### src/rtl/fmdll_lock_ctrl.sv
// Lock controller for the frequency-multiplying DLL: SAR acquisition in
// reference-injection mode, then PD-driven tracking in ring mode.
module fmdll_lock_ctrl #(
  parameter int CODE_W     = 10,
  parameter int N_W        = 4,
  parameter int SETTLE     = 4,
  parameter int LOCK_CNT   = 8,
  parameter int UNLOCK_CNT = 4
) (
  input  logic              clk,
  input  logic              rst_n,
  input  logic              start,
  input  logic [N_W-1:0]    win_n,
  input  logic              pd_lead,
  input  logic              pd_lag,
  output logic [CODE_W-1:0] code,
  output logic [1:0]        sel,
  output logic              locked,
  output logic              busy,
  output logic              sat_err
);

  localparam int IDX_W = $clog2(CODE_W);
  localparam int SET_W = $clog2(SETTLE + 1);
  localparam int STB_W = $clog2(LOCK_CNT + 1);
  localparam int MIS_W = $clog2(UNLOCK_CNT + 1);

  localparam logic [CODE_W-1:0] CODE_MAX = {CODE_W{1'b1}};
  localparam logic [CODE_W-1:0] CODE_MID = {1'b1, {(CODE_W-1){1'b0}}};
  localparam logic [IDX_W-1:0]  IDX_TOP  = IDX_W'(CODE_W - 1);
  localparam logic [SET_W-1:0]  SET_LOAD = SET_W'(SETTLE);
  localparam logic [STB_W-1:0]  STB_LIM  = STB_W'(LOCK_CNT);
  localparam logic [MIS_W-1:0]  MIS_LIM  = MIS_W'(UNLOCK_CNT);

  localparam logic [1:0] SEL_OFF  = 2'b10;
  localparam logic [1:0] SEL_INJ  = 2'b01;
  localparam logic [1:0] SEL_RING = 2'b00;

  typedef enum logic [1:0] {
    ST_IDLE   = 2'd0,
    ST_SAR    = 2'd1,
    ST_TRACK  = 2'd2,
    ST_LOCKED = 2'd3
  } state_t;

  state_t              state_r, state_s;
  logic [CODE_W-1:0]   code_r, code_s;
  logic [1:0]          sel_r, sel_s;
  logic                locked_r, locked_s;
  logic                busy_r, busy_s;
  logic                sat_err_r, sat_err_s;
  logic [IDX_W-1:0]    idx_r, idx_s;
  logic [SET_W-1:0]    settle_r, settle_s;
  logic [N_W-1:0]      win_r, win_s;
  logic [STB_W-1:0]    stable_r, stable_s;
  logic [MIS_W-1:0]    miss_r, miss_s;

  logic [N_W-1:0]      win_load_s;
  logic                step_up_s, step_dn_s, corr_s;

  assign code    = code_r;
  assign sel     = sel_r;
  assign locked  = locked_r;
  assign busy    = busy_r;
  assign sat_err = sat_err_r;

  // A zero window length behaves as a one-cycle window.
  assign win_load_s = (win_n == {N_W{1'b0}}) ? N_W'(1) : win_n;
  assign step_up_s  = pd_lead & ~pd_lag;
  assign step_dn_s  = pd_lag & ~pd_lead;
  assign corr_s     = step_up_s | step_dn_s;

  // Next-state and next-output computation.
  always_comb begin
    state_s   = state_r;
    code_s    = code_r;
    sel_s     = sel_r;
    locked_s  = locked_r;
    busy_s    = busy_r;
    sat_err_s = sat_err_r;
    idx_s     = idx_r;
    settle_s  = settle_r;
    win_s     = win_r;
    stable_s  = stable_r;
    miss_s    = miss_r;

    case (state_r)
      ST_IDLE: begin
        sel_s  = SEL_OFF;
        busy_s = 1'b0;
        if (start) begin
          state_s  = ST_SAR;
          code_s   = CODE_MID;
          idx_s    = IDX_TOP;
          settle_s = SET_LOAD;
          sel_s    = SEL_INJ;
          busy_s   = 1'b1;
        end else begin
          state_s = ST_IDLE;
        end
      end

      ST_SAR: begin
        if (settle_r <= SET_W'(1)) begin
          if (pd_lag) begin
            code_s[idx_r] = 1'b0;
          end else begin
            code_s[idx_r] = 1'b1;
          end
          if (idx_r != {IDX_W{1'b0}}) begin
            code_s[idx_r - IDX_W'(1)] = 1'b1;
            idx_s    = idx_r - IDX_W'(1);
            settle_s = SET_LOAD;
          end else begin
            state_s  = ST_TRACK;
            sel_s    = SEL_RING;
            win_s    = win_load_s;
            stable_s = {STB_W{1'b0}};
            miss_s   = {MIS_W{1'b0}};
          end
        end else begin
          settle_s = settle_r - SET_W'(1);
        end
      end

      ST_TRACK, ST_LOCKED: begin
        sel_s = SEL_RING;
        if (win_r <= N_W'(1)) begin
          win_s = win_load_s;
          // Saturated corrections leave the code alone but still count.
          if (step_up_s) begin
            if (code_r == CODE_MAX) begin
              sat_err_s = 1'b1;
            end else begin
              code_s = code_r + CODE_W'(1);
            end
          end else if (step_dn_s) begin
            if (code_r == {CODE_W{1'b0}}) begin
              sat_err_s = 1'b1;
            end else begin
              code_s = code_r - CODE_W'(1);
            end
          end else begin
            code_s = code_r;
          end

          if (state_r == ST_TRACK) begin
            if (corr_s) begin
              stable_s = {STB_W{1'b0}};
            end else if (stable_r + STB_W'(1) == STB_LIM) begin
              state_s  = ST_LOCKED;
              locked_s = 1'b1;
              stable_s = {STB_W{1'b0}};
              miss_s   = {MIS_W{1'b0}};
            end else begin
              stable_s = stable_r + STB_W'(1);
            end
          end else begin
            if (!corr_s) begin
              miss_s = {MIS_W{1'b0}};
            end else if (miss_r + MIS_W'(1) == MIS_LIM) begin
              state_s  = ST_TRACK;
              locked_s = 1'b0;
              stable_s = {STB_W{1'b0}};
              miss_s   = {MIS_W{1'b0}};
            end else begin
              miss_s = miss_r + MIS_W'(1);
            end
          end
        end else begin
          win_s = win_r - N_W'(1);
        end
      end

      default: begin
        state_s  = ST_IDLE;
        sel_s    = SEL_OFF;
        busy_s   = 1'b0;
        locked_s = 1'b0;
      end
    endcase
  end

  // State and output registers with synchronous active-low reset.
  always_ff @(posedge clk) begin
    if (!rst_n) begin
      state_r   <= ST_IDLE;
      code_r    <= {CODE_W{1'b0}};
      sel_r     <= SEL_OFF;
      locked_r  <= 1'b0;
      busy_r    <= 1'b0;
      sat_err_r <= 1'b0;
      idx_r     <= {IDX_W{1'b0}};
      settle_r  <= {SET_W{1'b0}};
      win_r     <= {N_W{1'b0}};
      stable_r  <= {STB_W{1'b0}};
      miss_r    <= {MIS_W{1'b0}};
    end else begin
      state_r   <= state_s;
      code_r    <= code_s;
      sel_r     <= sel_s;
      locked_r  <= locked_s;
      busy_r    <= busy_s;
      sat_err_r <= sat_err_s;
      idx_r     <= idx_s;
      settle_r  <= settle_s;
      win_r     <= win_s;
      stable_r  <= stable_s;
      miss_r    <= miss_s;
    end
  end

endmodule
### config.mk
export PLATFORM = sky130hd
export DESIGN_NAME = fmdll_lock_ctrl
export DESIGN_NICKNAME = d
export VERILOG_FILES = /design/src/rtl/fmdll_lock_ctrl.sv
export SDC_FILE = /design/constraint.sdc
export NUM_CORES = 1
export LEC_CHECK = 0
export CAP_MARGIN = 0
export CORE_ASPECT_RATIO = 0.7
export CORE_MARGIN = 3
export CORE_UTILIZATION = 46
export DETAILED_ROUTE_END_ITERATION = 12
export HOLD_SLACK_MARGIN = 0.12
export PLACE_DENSITY = 0.66
export SLEW_MARGIN = 20
export SYNTH_ARGS = -nofsm -noshare
export SYNTH_HDL_FRONTEND = slang
export SYNTH_SLANG_ARGS = --single-unit
### constraint.sdc
create_clock -name clk -period 2.9 [get_ports clk]
set_input_delay 0.58 -clock clk [delete_from_list [all_inputs] [get_ports clk]]
set_output_delay 0.58 -clock clk [all_outputs]
set_load 0.02 [all_outputs]
# Yosys cells after proc, flatten, opt, wreduce, memory -nomap -nowiden
# Cells that the tools add are included.
[word_totals]
wordCells = 150
mem_bits_rw = 0
inputBits = 9
register_bits = 35
memories = 0
latchBits = 0
mem_bits_ro = 0
[classes]
n_reduce_logical = 24
order_cmp = 6
n_addsub = 7
n_mux = 71
n_shift = 0
n_eq_ne = 22
bitwise_logic = 9
div_mod_pow = 0
multipliers = 0
[op_table]
columns = ["operator", "n"]
rows = [
  ["10-bit two-way mux", 11],
  ["4-bit two-way mux", 15],
  ["3-bit two-way mux", 11],
  ["10-bit case mux with 3 select lines", 1],
  ["3-bit != test (second input constant)", 9],
  ["4-bit case mux with 2 select lines", 3],
  ["6-bit AND reduction", 4],
  ["2-bit two-way mux", 11],
  ["10-bit OR", 2],
  ["2-bit nonzero test", 7],
  ["1-bit two-way mux", 13],
  ["2-bit != test (second input constant)", 6],
  ["2-bit case mux with 3 select lines", 2],
  ["3-bit case mux with 2 select lines", 2],
  ["10-bit by 1-bit adder with 10-bit output (second input constant)", 1],
  ["10-bit bitwise AND", 1],
  ["10-bit == test (second input constant)", 1],
  ["10-bit logical NOT", 1],
  ["4-bit by 5-bit less-than comparator with 1-bit output (second input constant)", 2],
  ["10-bit inverter", 1],
  ["10-bit by 1-bit subtractor with 10-bit output (second input constant)", 1],
  ["1-bit demux with 4-bit select", 2],
  ["4-bit by 1-bit greater-or-equal comparator with 1-bit output (second input constant)", 2],
  ["4-bit by 1-bit subtractor with 4-bit output (second input constant)", 2],
  ["other kinds (23)", 28],
]

# Longest topological paths before layout
# Gate-level depths: netlist of run 1.
[logic_depth]
depth_word = 13
depth_mapped = 11

# Worst setup path after synthesis of run 1
# OpenSTA, ideal clock, no wires.
[synth_timing]
path_kind = "input port to flip-flop"
startpoint = "input pd_lag"
endpoint = "register code_r[9] (netlist: code[9])"
setup_time_ps = 127
arrival_time_ps = 2570
path_slack_ps = 204
t_required_ps = 2773
path_stages = 11
path_cell_list = "clkbuf_1 -> inv_1 -> ha_1 -> inv_1 -> ha_1 -> a211oi_1 -> o21ai_0 -> a21oi_1 -> xnor2_1 -> o2111ai_1 -> o21ai_0"
[synth_between]
elab_chain_len = 7
word_cells_on_any_way = 16
classes_between = "3 x eq/ne; 8 x mux; 4 x bitwise; 1 x reduce/logical"
[synth_rtl]
columns = ["element", "line_no", "rtl"]
rows = [
  ["start: declaration", "15", "input logic pd_lag,"],
  ["10-bit two-way mux", "105", "if (pd_lag) begin"],
  ["10-bit two-way mux", "104", "if (settle_r <= SET_W'(1)) begin"],
  ["10-bit two-way mux", "87", "case (state_r)"],
  ["10-bit OR (no source line)", "--", ""],
  ["10-bit two-way mux", "110", "if (idx_r != {IDX_W{1'b0}}) begin"],
  ["10-bit two-way mux", "104", ""],
  ["10-bit case mux with 3 select lines", "87", ""],
  ["end signal: assignment", "188", "code_r <= {CODE_W{1'b0}};"],
  ["end signal: assignment", "200", "code_r <= code_s;"],
  ["end: declaration", "47", "logic [CODE_W-1:0] code_r, code_s;"],
]
# Parallel ways exist; a longest one is shown, timed or not. The select of a mux whose other input is x is not followed.
# A chain may end at the register's enable or synchronous reset.

# Worst setup path in the final report of run 1
[layout_timing]
startpoint = "input pd_lag"
endpoint = "register code_r[8] (netlist: code[8])"
# The elaborated chain is that of the path after synthesis.

==> metrics.md, run 1 <==
| Metric | Value |
|---|---|
| Mean Syn Cell Area | `7.552 sq um` |
| IO Port Bufs | `23` |
| Postcts setup bufs | `0` |
| Status | `finished clean` |
| Diode count | `0` |
| TritonRoute pass-1 iters | `4` |
| Die ar. | `6989 sq um` |
| Post-Route Utilization | `between 60% and 70%` |
| #FFs+latches synth | `35` |
| WL met2 | `about 2800 microns` |
| Max-slew violations | `0` |
| # IOs | `24` |
| Nets@finish | `between 400 and 500` |
| FMAX | `between 300 and 400 MHz` |
| Clock sink total | `35` |
| Start point of the worst hold path | `miss_r[1]` |
| Quantity of gates resized following cts | `0` |
| Drt via density | `between 5 and 6` |
| Hold WC Path Type | `flop to flop` |
| Top-count cell post-synth | `a21oi_1` |
| Launch point of the worst path | `pd_lag` |
| DR WL met3 | `between 500 and 600 microns` |
| Xor-xnor portion of the synthesized cell area | `under 10%` |
| Syn Nets | `400` |
| Post-synthesis compound-gate area fraction | `29.70%` |
| Detailed-route wire length | `about 7400 microns` |
| Post-DRT Antenna Nets | `0` |
| Reg-to-reg endpoint | `code[5]` |
| Vias | `between 2000 and 3000` |
| Crit path max fanout | `6` |
| Synth top cells by count | `39 x a21oi_1, 35 x dfxtp_1, 35 x nor2_1, 35 x o21ai_0, 29 x nand2_1` |
| Ys Warns | `0` |
| Main area contributors after synthesis | `dfxtp_1 25%, ha_1 11%, a21oi_1 7.1%, o21ai_0 6.3%, nor2_1 4.8%` |
| Die W | `slightly below 100 microns` |
| Total Power | `0.002507 W` |
| Period minus WS final | `~2700 ps` |
| Worst-case clock buffer depth | `2` |
| P_sw | `~0.0011 W` |
| First-pass GRT wire length | `~12000 microns` |
| Final setup violation count | `0` |
| Hold-critical path depth | `2` |
| Average wire per standard cell | `~16 microns` |
| Main combinational cell family by area after synthesis | `compound AO/OA/AOI/OAI gates` |
| Slew @ Worst Pin | `approximately 760 ps` |
| Fin. Hold Viols | `0` |
| Post-synth top area share | `25.35%` |
| Detailed Place HPWL | `5542 microns` |
| Area grow syn2layout | `19.60%` |
| Flop2flop setup slack | `440 ps` |
| Root Buffer | `clkbuf_8` |
| GP Congestion | `slightly below 0.9` |
| Post-synthesis cell type count | `between 50 and 60` |
| Pin count of the biggest net entering global routing | `21` |
| Hold worst-path end | `miss_r[1]` |
| Total GRT Usage | `a little over a fifth` |
| Synth Area in Simple Gates | `between 20% and 30%` |
| CP arrival | `between 2000 and 3000 ps` |
| CTS tree | `done` |
| Initial antenna violation count | `0` |
| DR DRC count | `0` |
| Die Y | `approximately 71 microns` |
| P_int | `~0.0014 W` |
| Register area share after synthesis | `approximately a quarter` |
| Cell area after layout | `3306 sq um` |
| Post-CTS Hold Fix Bufs | `0` |
| Switch share | `between 40% and 50%` |
| CTS HTree Levels | `2` |
| Clock power frac | `between 10% and 20%` |
| Highest metal layer with signal wires | `met4` |
| Number of max-cap violations | `0` |
| Leakage Power | `1.259 nW` |
| Sequential group share of total power | `~29%` |
| Final worst clock skew | `about 6.6 ps` |
| Met1 Wirelength | `just under 4000 microns` |
| Reg clk slew, reported paths | `70 ps` |
| WS Path Type | `input port to flop` |
| Reg2Reg Depth | `8` |
| Worst endpoint required time | `between 3000 and 4000 ps` |
| CP Capture Type | `flop` |
| Reg2Reg Launch Point | `idx_r[0]` |
| Synth Area in Adders | `a little under an eighth` |
| Comb power frac | `52.1%` |
| Power per cell area | `roughly 760 nW/um^2` |
| Worst Hold Margin | `between 400 and 500 ps` |
| Grt total ovfl | `0` |
| Num CTS Buffers | `5` |
| Share of cells above drive strength 1 | `11.47%` |
| Max VDD drop | `0.0005034 V` |
| Vias in the first global route | `2466` |
| Rel. slew slack | `48.68%` |
| Cells after synthesis | `approximately 370` |
| Async set-reset flop share out of synthesis | `0%` |
| Row count | `22` |
| Mapped Area | `between 2000 and 3000 sq um` |
| Core Area | `approximately 5500 sq um` |
| Dominant cell type by area after synthesis | `dfxtp_1` |
| Effective utilization at floorplan | `between 50% and 60%` |
| EDFF count, synth | `0` |
| Final worst path period share | `between 90 and 100%` |
| Top_reg_cell synth | `dfxtp_1` |
| DR iter-0 viols | `between 200 and 300` |
| Worst-Skew Late Latency | `approximately 300 ps` |
| Setup tns final | `0 ps` |
| Mux contribution to synthesized area | `under 10%` |
| Dpl cell area | `between 3000 and 4000 sq um` |
| CP startpoint kind | `input port` |
==> logic make-up after synthesis <==
family                   Yosys count
AO/OA/AOI/OAI                    131
buffers and inverters             36
AND/OR/NAND/NOR                  125
flip-flops                        35
adder cells (fa/ha/maj)           25
multiplexers                       6
XOR/XNOR                           8
==> power by group through the flow <==
stage          logic, W  registers, W  clock network [W]
2_1_floorplan  0.000849      0.000729                  0
3_3_place_gp    0.00126      0.000737                  0
3_5_place_dp    0.00127      0.000739                  0
4_1_cts         0.00128      0.000728           0.000475
5_1_grt         0.00144      0.000754           0.000490
6_report        0.00131      0.000731           0.000469
==> layout by cell type (no fill, tap or decap), types with 6 or more instances in the layout <==
| cell type | instances |
|---|---|
| clkbuf_8 | 6 |
| a31oi_1 | 8 |
| o21ai_1 | 6 |
| buf_4 | 22 |
| ha_1 | 23 |
| o21ai_0 | 35 |
| clkdlybuf4s50_1 | 23 |
| nand3_1 | 16 |
| a211oi_1 | 8 |
| dfxtp_1 | 35 |
| mux2i_1 | 6 |
| nor2_1 | 35 |
| inv_1 | 16 |
| xnor2_1 | 6 |
| a21oi_1 | 38 |
| nand2_1 | 29 |
| nor3_1 | 7 |
==> final cells by class <==
cell class | instances | area (sq um)
Inverter | 18 | 67.56
Tap cell | 72 | 90.09
Clock inverter | 2 | 35.03
Clock buffer | 6 | 82.58
Fill cell | 531 | 2200
Sequential cell | 35 | 700.7
Timing Repair Buffer | 45 | 395.4
Multi-Input combinational cell | 295 | 1934
==> worst max path at each step <==
stage	end	slack, ps	depth (start not counted)
final	code[8]	200	12
after floorplan	code[9]	200	11
after global routing	code[8]	-6	12
after detailed placement	code[8]	-60	11
after CTS	code[8]	220	11
after global placement	code[8]	-30	12
==> through the flow <==
stage / cells / setup slack, ps
3_5_place_dp: 465 / -57.45
3_3_place_gp: 465 / -31.65
5_1_grt: 473 / -5.532
2_1_floorplan: 366 / 203.9
4_1_cts: 473 / 222.5
6_report: 473 / 198.9
==> state kept, by name (all words and copies together) (netlist names), 2 cells and up <==
| name | cells |
|---|---|
| code | 10 |
| idx_r | 4 |
| stable_r | 4 |
| win_r | 4 |
| miss_r | 3 |
| settle_r | 3 |
| sel | 2 |
| state_r | 2 |
==> layer usage <==
metal | GRT usage, % | vias to the layer above
met1 | 35.52 | 1281
met4 | 4.697 | 0
li1 | - | 1420
met3 | 4.631 | 7
met5 | 0 | -
met2 | 27.72 | 100
==> critical path, stage by stage <==
cell and delay (ps):
clkdlybuf4s50_1 440, inv_1 130, ha_2 210, inv_2 60
buf_4 160, ha_1 320, nand3_1 100, o211ai_1 180
o41ai_2 360, xnor2_1 170, a21oi_1 80, a21oi_1 130
Power figures use the tool's default switching activity.
==> run 2, diff against run 1 <==
Settings changed: CORE_MARGIN 3 to 2.
==> run 2 against run 1 <==
  * Sequential cell count is the same
  * Sequential share of layout area grew 0.35 points
  * Clock power shrank 26%
  * Wire length shrank 3.7%
  * Largest power group unchanged
  * Non-clock buffer count shrank 2
==> metrics.md, run 2 (synthesis results as in run 1) <==
| Metric | Value |
|---|---|
| Status | `finished clean (unchanged)` |
| Worst slack, placed | `-90.24 ps (was -57.45 ps)` |
| Filler instances | `567 (was 531)` |
| Total Power | `0.002352 W (was 0.002507 W)` |
| Clock sink total | `35 (unchanged)` |
| WS Path Type | `input port to flop (unchanged)` |
| Max VDD drop | `0.0003638 V (was 0.0005034 V)` |
| Final worst clock skew | `5.326 ps (was 6.577 ps)` |
| DR WL met3 | `363 microns (was 585 microns)` |
| Postcts setup bufs | `0 (unchanged)` |
| Highest metal layer with signal wires | `met4 (unchanged)` |
| End of the critical path | `code[8] (unchanged)` |
| Flop2flop setup slack | `420 ps (was 440 ps)` |
| Detailed Place HPWL | `5355 microns (was 5542 microns)` |
| WL met2 | `2643 microns (was 2825 microns)` |
| Period minus WS final | `2672 ps (was 2701 ps)` |
| DR iter-0 viols | `200 (was 288)` |
| Area grow syn2layout | `17.66% (was 19.60%)` |
| # IOs | `24 (unchanged)` |
| Vias in the first global route | `2293 (was 2466)` |
| Post-DRT Antenna Nets | `0 (unchanged)` |
| CTS tree | `done (unchanged)` |
| Dpl cells | `466 (was 465)` |
| Commonest non-fill, non-tap cell in the layout | `a21oi_1 (unchanged)` |
| Non-Filler Instances | `474 (was 473)` |
| Die W | `96.65 microns (was 98.65 microns)` |
| Post-CTS Hold Fix Bufs | `0 (unchanged)` |
| IO Port Bufs | `23 (unchanged)` |
| Effective utilization at floorplan | `48.02% (was 50.20%)` |
| Max-slew violations | `0 (unchanged)` |
| First-pass GRT wire length | `11700 microns (was 12420 microns)` |
| Root Buffer | `clkbuf_8 (unchanged)` |
| Drt via density | `5.842 (was 5.937)` |
| Launch point of the worst path | `pd_lag (unchanged)` |
| CP arrival | `2850 ps (was 2930 ps)` |
| Commonest cells after routing, fill and taps aside | `39 x a21oi_1, 35 x o21ai_0, 35 x nor2_1, 35 x dfxtp_1, 29 x nand2_1 (was 38 x a21oi_1, 35 x o21ai_0, 35 x nor2_1, 35 x dfxtp_1, 29 x nand2_1)` |
| Nets@finish | `432 (was 434)` |
| Reg2Reg Launch Point | `idx_r[0] (unchanged)` |
| Number of max-cap violations | `0 (unchanged)` |
| Num CTS Buffers | `5 (unchanged)` |
| Slew @ Worst Pin | `800.8 ps (was 763.2 ps)` |
| Quantity of gates resized following cts | `0 (unchanged)` |
| RSZ-0062 raised after global routing | `no` |
| Worst Setup Slack, final | `228.2 ps (was 198.9 ps)` |
| Die Y | `68.86 microns (was 70.86 microns)` |
| CTS HTree Levels | `2 (unchanged)` |
| Core Area | `5756 sq um (was 5505 sq um)` |
| Worst endpoint required time | `3080 ps (was 3130 ps)` |
| Final setup violation count | `0 (unchanged)` |
| Largest register FFs | `10 (unchanged)` |
| CP startpoint kind | `input port (unchanged)` |
| TritonRoute pass-1 iters | `7 (was 4)` |
| Die ar. | `6654 sq um (was 6989 sq um)` |
| Average wire per standard cell | `14.98 microns (was 15.58 microns)` |
| Share of cells above drive strength 1 | `9.774% (was 11.47%)` |
| Met1 Wirelength | `4052 microns (was 3907 microns)` |
| Grt total ovfl | `0 (unchanged)` |
| Pin count of the biggest net entering global routing | `23 (was 21)` |
| GP Congestion | `0.8787 (was 0.8922)` |
| CP Capture Type | `flop (unchanged)` |
| Worst-Skew Late Latency | `290 ps (was 300 ps)` |
| Detailed-route wire length | `7100 microns (was 7370 microns)` |
| Final worst path period share | `92.13% (was 93.14%)` |
| Reg2Reg Depth | `9 (was 8)` |
| Initial antenna violation count | `0 (unchanged)` |
| Reg-to-reg endpoint | `win_r[2] (was code[5])` |
| Total GRT Usage | `22.02% (was 21.61%)` |
| Row count | `23 (was 22)` |
| FMAX | `374.3 MHz (was 370.2 MHz)` |
| Vias | `2769 (was 2808)` |
| Worst-case clock buffer depth | `2 (unchanged)` |
| Leakage Power | `1.231 nW (was 1.259 nW)` |
| Hold WC Path Type | `flop to flop (unchanged)` |
| Rel. slew slack | `46.16% (was 48.68%)` |
| DR DRC count | `0 (unchanged)` |
| Reg clk slew, reported paths | `70 ps (about the same)` |
| Power per cell area | `723.3 nW/um^2 (was 758.3 nW/um^2)` |
| Diode count | `0 (unchanged)` |
| Crit path max fanout | `5 (was 6)` |
| Fin. Hold Viols | `0 (unchanged)` |
-- run 2: metrics by stage --
stage	hold slack [ps]	TNS (ps)	util [%]	cell area, sq um
finish	483.7	0	56.50	3252
CTS	484.5	0	56.37	3244
floorplan	448.9	0	-	2764
global route	506.1	0	56.50	3252
global placement	458.7	-50.00	54.96	3163
detailed placement	474.3	-161.0	54.96	3163
-- run 2: where the power goes --
group          switching (W)  internal, W
Sequential          0.000162     0.000567
Clock               0.000179     0.000169
Combinational       0.000709     0.000567
-- run 2: final cells by class --
cell class / instances / area (sq um) / share of cell area, %
flip-flops and latches: 35 / 700.7 / 21.55
inverters: 18 / 67.56 / 2.078
repair buffers: 43 / 380.4 / 11.70
clock buffers: 7 / 76.32 / 2.347
multi-input cells: 295 / 1928 / 59.29
well taps: 75 / 93.84 / 2.886
clock inverters: 1 / 5.005 / 0.1539
-- run 2: worst min path at each step --
stage | from | to | slack [ps] | cells past startpoint
CTS | miss_r[1] | miss_r[1] | 480 | 2
global placement | sat_err | sat_err | 460 | 2
global route | miss_r[1] | miss_r[1] | 510 | 2
detailed placement | miss_r[1] | miss_r[1] | 470 | 2
floorplan | stable_r[3] | stable_r[3] | 450 | 1
finish | miss_r[1] | miss_r[1] | 480 | 2
-- run 2: worst max-delay path: stages --
cell	delay (ps)
clkdlybuf4s50_1	420
inv_1	120
ha_1	180
inv_1	100
buf_4	160
ha_1	340
nand3_1	90
o211ai_1	380
o41ai_2	120
xnor2_1	130
a21oi_1	150
a21oi_1	80
-- run 2: layer usage --
metal / vias up / global-route usage (%)
li1: 1421 / -
met1: 1269 / 35.70
met2: 74 / 28.39
met3: 5 / 4.234
met4: 0 / 5.810
met5: - / 0
==> run 3, diff against run 2 <==
Settings changed: PLACE_DENSITY 0.66 to default, PLACE_DENSITY_LB_ADDON from default to 0.25.
==> run 3 against run 2 <==
  * Clock skew is 3.8 ps higher
  * Hold slack improved by 13 ps
  * Wire length up 7.4%
  * Sequential power rose by 2%
  * Largest cell class unchanged
  * Global-route usage is 1.4 points higher
  * Clock-buffer cell count unchanged
  * Clock power is 20% higher
  * Largest power group unchanged
==> metrics.md, run 3 (synthesis results as in run 1) <==
| Metric | Value |
|---|---|
| Initial antenna violation count | `0 (unchanged)` |
| DR DRC count | `0 (unchanged)` |
| Worst-case clock buffer depth | `2 (unchanged)` |
| Vias in the first global route | `2430 (was 2293)` |
| CP startpoint kind | `input port (unchanged)` |
| Reg clk slew, reported paths | `80 ps (was 70 ps)` |
| CP Capture Type | `flop (unchanged)` |
| Hold worst-path end | `miss_r[1] (unchanged)` |
| CTS HTree Levels | `2 (unchanged)` |
| DR iter-0 viols | `280 (was 200)` |
| Crit path max fanout | `6 (was 5)` |
| Worst endpoint required time | `3100 ps (was 3080 ps)` |
| Leakage Power | `1.245 nW (was 1.231 nW)` |
| Worst path slowest cell | `clkdlybuf4s50_1 (unchanged)` |
| Clock sink total | `35 (unchanged)` |
| Crit path depth | `12 (unchanged)` |
| Root Buffer | `clkbuf_8 (unchanged)` |
| Power per cell area | `750.3 nW/um^2 (was 723.3 nW/um^2)` |
| Final worst path period share | `94.98% (was 92.13%)` |
| FMAX | `363.1 MHz (was 374.3 MHz)` |
| Pin count of the biggest net entering global routing | `21 (was 23)` |
| Commonest non-fill, non-tap cell in the layout | `a21oi_1 (unchanged)` |
| Reg2Reg Launch Point | `idx_r[0] (unchanged)` |
| Worst slack, placed | `-179.9 ps (was -90.24 ps)` |
| Core Area | `5756 sq um (unchanged)` |
| CTS tree | `done (unchanged)` |
| Reg2Reg Depth | `8 (was 9)` |
| CP arrival | `2950 ps (was 2850 ps)` |
| IO Port Bufs | `23 (unchanged)` |
| Number of max-cap violations | `0 (unchanged)` |
| Largest register FFs | `10 (unchanged)` |
| Rel. slew slack | `46.55% (was 46.16%)` |
| Nets@finish | `433 (was 432)` |
| Status | `finished clean (unchanged)` |
| Setup tns final | `0 ps (unchanged)` |
| Drt via density | `6.038 (was 5.842)` |
| Buf/Inv on CP | `4 (unchanged)` |
| Grt total ovfl | `0 (unchanged)` |
| Post-CTS Hold Fix Bufs | `0 (unchanged)` |
| TritonRoute pass-1 iters | `5 (was 7)` |
| Vias | `2868 (was 2769)` |
| Top delay family on crit path | `buffers and inverters (unchanged)` |
| Filler instances | `561 (was 567)` |
| Fin. Hold Viols | `0 (unchanged)` |
| Hold-critical path depth | `2 (unchanged)` |
| Dpl cells | `467 (was 466)` |
| Start point of the worst hold path | `miss_r[1] (unchanged)` |
| Final worst clock skew | `9.103 ps (was 5.326 ps)` |
| Detailed Place HPWL | `5671 microns (was 5355 microns)` |
| Max VDD drop | `0.0003837 V (was 0.0003638 V)` |
| Postcts setup bufs | `0 (unchanged)` |
| First-pass GRT wire length | `12320 microns (was 11700 microns)` |
| Row count | `23 (unchanged)` |
| Max-slew violations | `0 (unchanged)` |
| Reg-to-reg endpoint | `code[5] (was win_r[2])` |
| Worst-Skew Late Latency | `300 ps (was 290 ps)` |
| Die Y | `68.86 microns (unchanged)` |
| Worst Setup Slack, final | `145.7 ps (was 228.2 ps)` |
| Post-DRT Antenna Nets | `0 (unchanged)` |
| Die ar. | `6654 sq um (unchanged)` |
| Effective utilization at floorplan | `48.02% (unchanged)` |
| GP Congestion | `0.9148 (was 0.8787)` |
| Share of cells above drive strength 1 | `10.50% (was 9.774%)` |
| Hold WC Path Type | `flop to flop (unchanged)` |
| Diode count | `0 (unchanged)` |
| Detailed-route wire length | `7627 microns (was 7100 microns)` |
| RSZ-0062 raised after global routing | `no (unchanged)` |
| WS Path Type | `input port to flop (unchanged)` |
| Die W | `96.65 microns (unchanged)` |
| Worst stage delay on the critical path | `440 ps (was 420 ps)` |
| Commonest cells after routing, fill and taps aside | `39 x a21oi_1, 35 x o21ai_0, 35 x nor2_1, 35 x dfxtp_1, 29 x nand2_1 (unchanged)` |
| Critical path cell sequence | `clkdlybuf4s50_1 > inv_1 > ha_1 > inv_1 > buf_4 > ha_1 > nand3_1 > o211ai_1 > o41ai_2 > xnor2_1 > a21oi_1 > a21oi_1 (unchanged)` |
| Average wire per standard cell | `16.06 microns (was 14.98 microns)` |
| # IOs | `24 (unchanged)` |
| Period minus WS final | `2754 ps (was 2672 ps)` |
| Flop2flop setup slack | `440 ps (was 420 ps)` |
| Area grow syn2layout | `18.74% (was 17.66%)` |
| Non-Filler Instances | `475 (was 474)` |
| Final setup violation count | `0 (unchanged)` |
| Slew @ Worst Pin | `795.0 ps (was 800.8 ps)` |
| Num CTS Buffers | `5 (unchanged)` |
| Total GRT Usage | `23.44% (was 22.02%)` |
| Post-Route Utilization | `57.02% (was 56.50%)` |
| Total Power | `0.002463 W (was 0.002352 W)` |
## run 3: cell types whose count changed in the layout (fill, tap and decap cells not counted)
cell        before  now
buf_4           20   21
clkbuf_1         2    0
clkbuf_8         5    7
clkinv_2         1    0
clkinvlp_4       0    1
## run 3: how the worst max path moves through the flow
stage                      start       to  slack [ps]
after global placement    pd_lag  code[8]         -80
after detailed placement  pd_lag  code[8]        -180
after global routing      pd_lag  code[9]          10
after floorplan           pd_lag  code[9]         200
final                     pd_lag  code[8]         150
after CTS                 pd_lag  code[8]         110
## run 3: layer usage
metal,vias to the layer above,wire [microns],GRT usage (%)
li1,1413,-,-
met1,1340,4002,36.17
met2,105,3042,32.47
met3,10,520,5.242
met4,0,61,5.634
met5,-,0,0
## run 3: cell type report
| type | count | area (sq um) | share of cell area (%) |
|---|---|---|---|
| clock inverter | 1 | 7.507 | 0.2287 |
| inverter | 18 | 67.56 | 2.059 |
| sequential | 35 | 700.7 | 21.35 |
| multi-input combinational | 295 | 1928 | 58.75 |
| clock buffer | 7 | 96.34 | 2.936 |
| tap | 75 | 93.84 | 2.859 |
| timing repair buffer | 44 | 387.9 | 11.82 |
## run 3: repair_timing
item                                    CTS  global route
endpoints found under the hold margin     0             0
endpoints found under the setup margin    0             1
resized for setup                         0             1
## run 3: worst register-to-register path: cells and delay by family, from the launching register on
kind | cells | cell delay (ps)
simple gates | 2 | 650
compound gates | 4 | 650
flops | 1 | 540
fa+ha+maj | 1 | 370
buf+inv | 1 | 200
## run 3: stage by stage
step | hold slack, ps | instance area, sq um
after floorplan | 448.9 | 2764
after global placement | 464.5 | 3171
after detailed placement | 486.8 | 3171
after CTS | 498.3 | 3274
after global routing | 526.1 | 3282
final | 496.4 | 3282
## run 3: where the power goes
part	total [W]	leakage (nW)	switching, W	internal (W)
clock network	0.000416	0.0505	0.000199	0.000216
logic	0.00131	0.908	0.000731	0.000576
registers	0.000740	0.287	0.000173	0.000567
total	0.00246	1.24	0.00110	0.00136
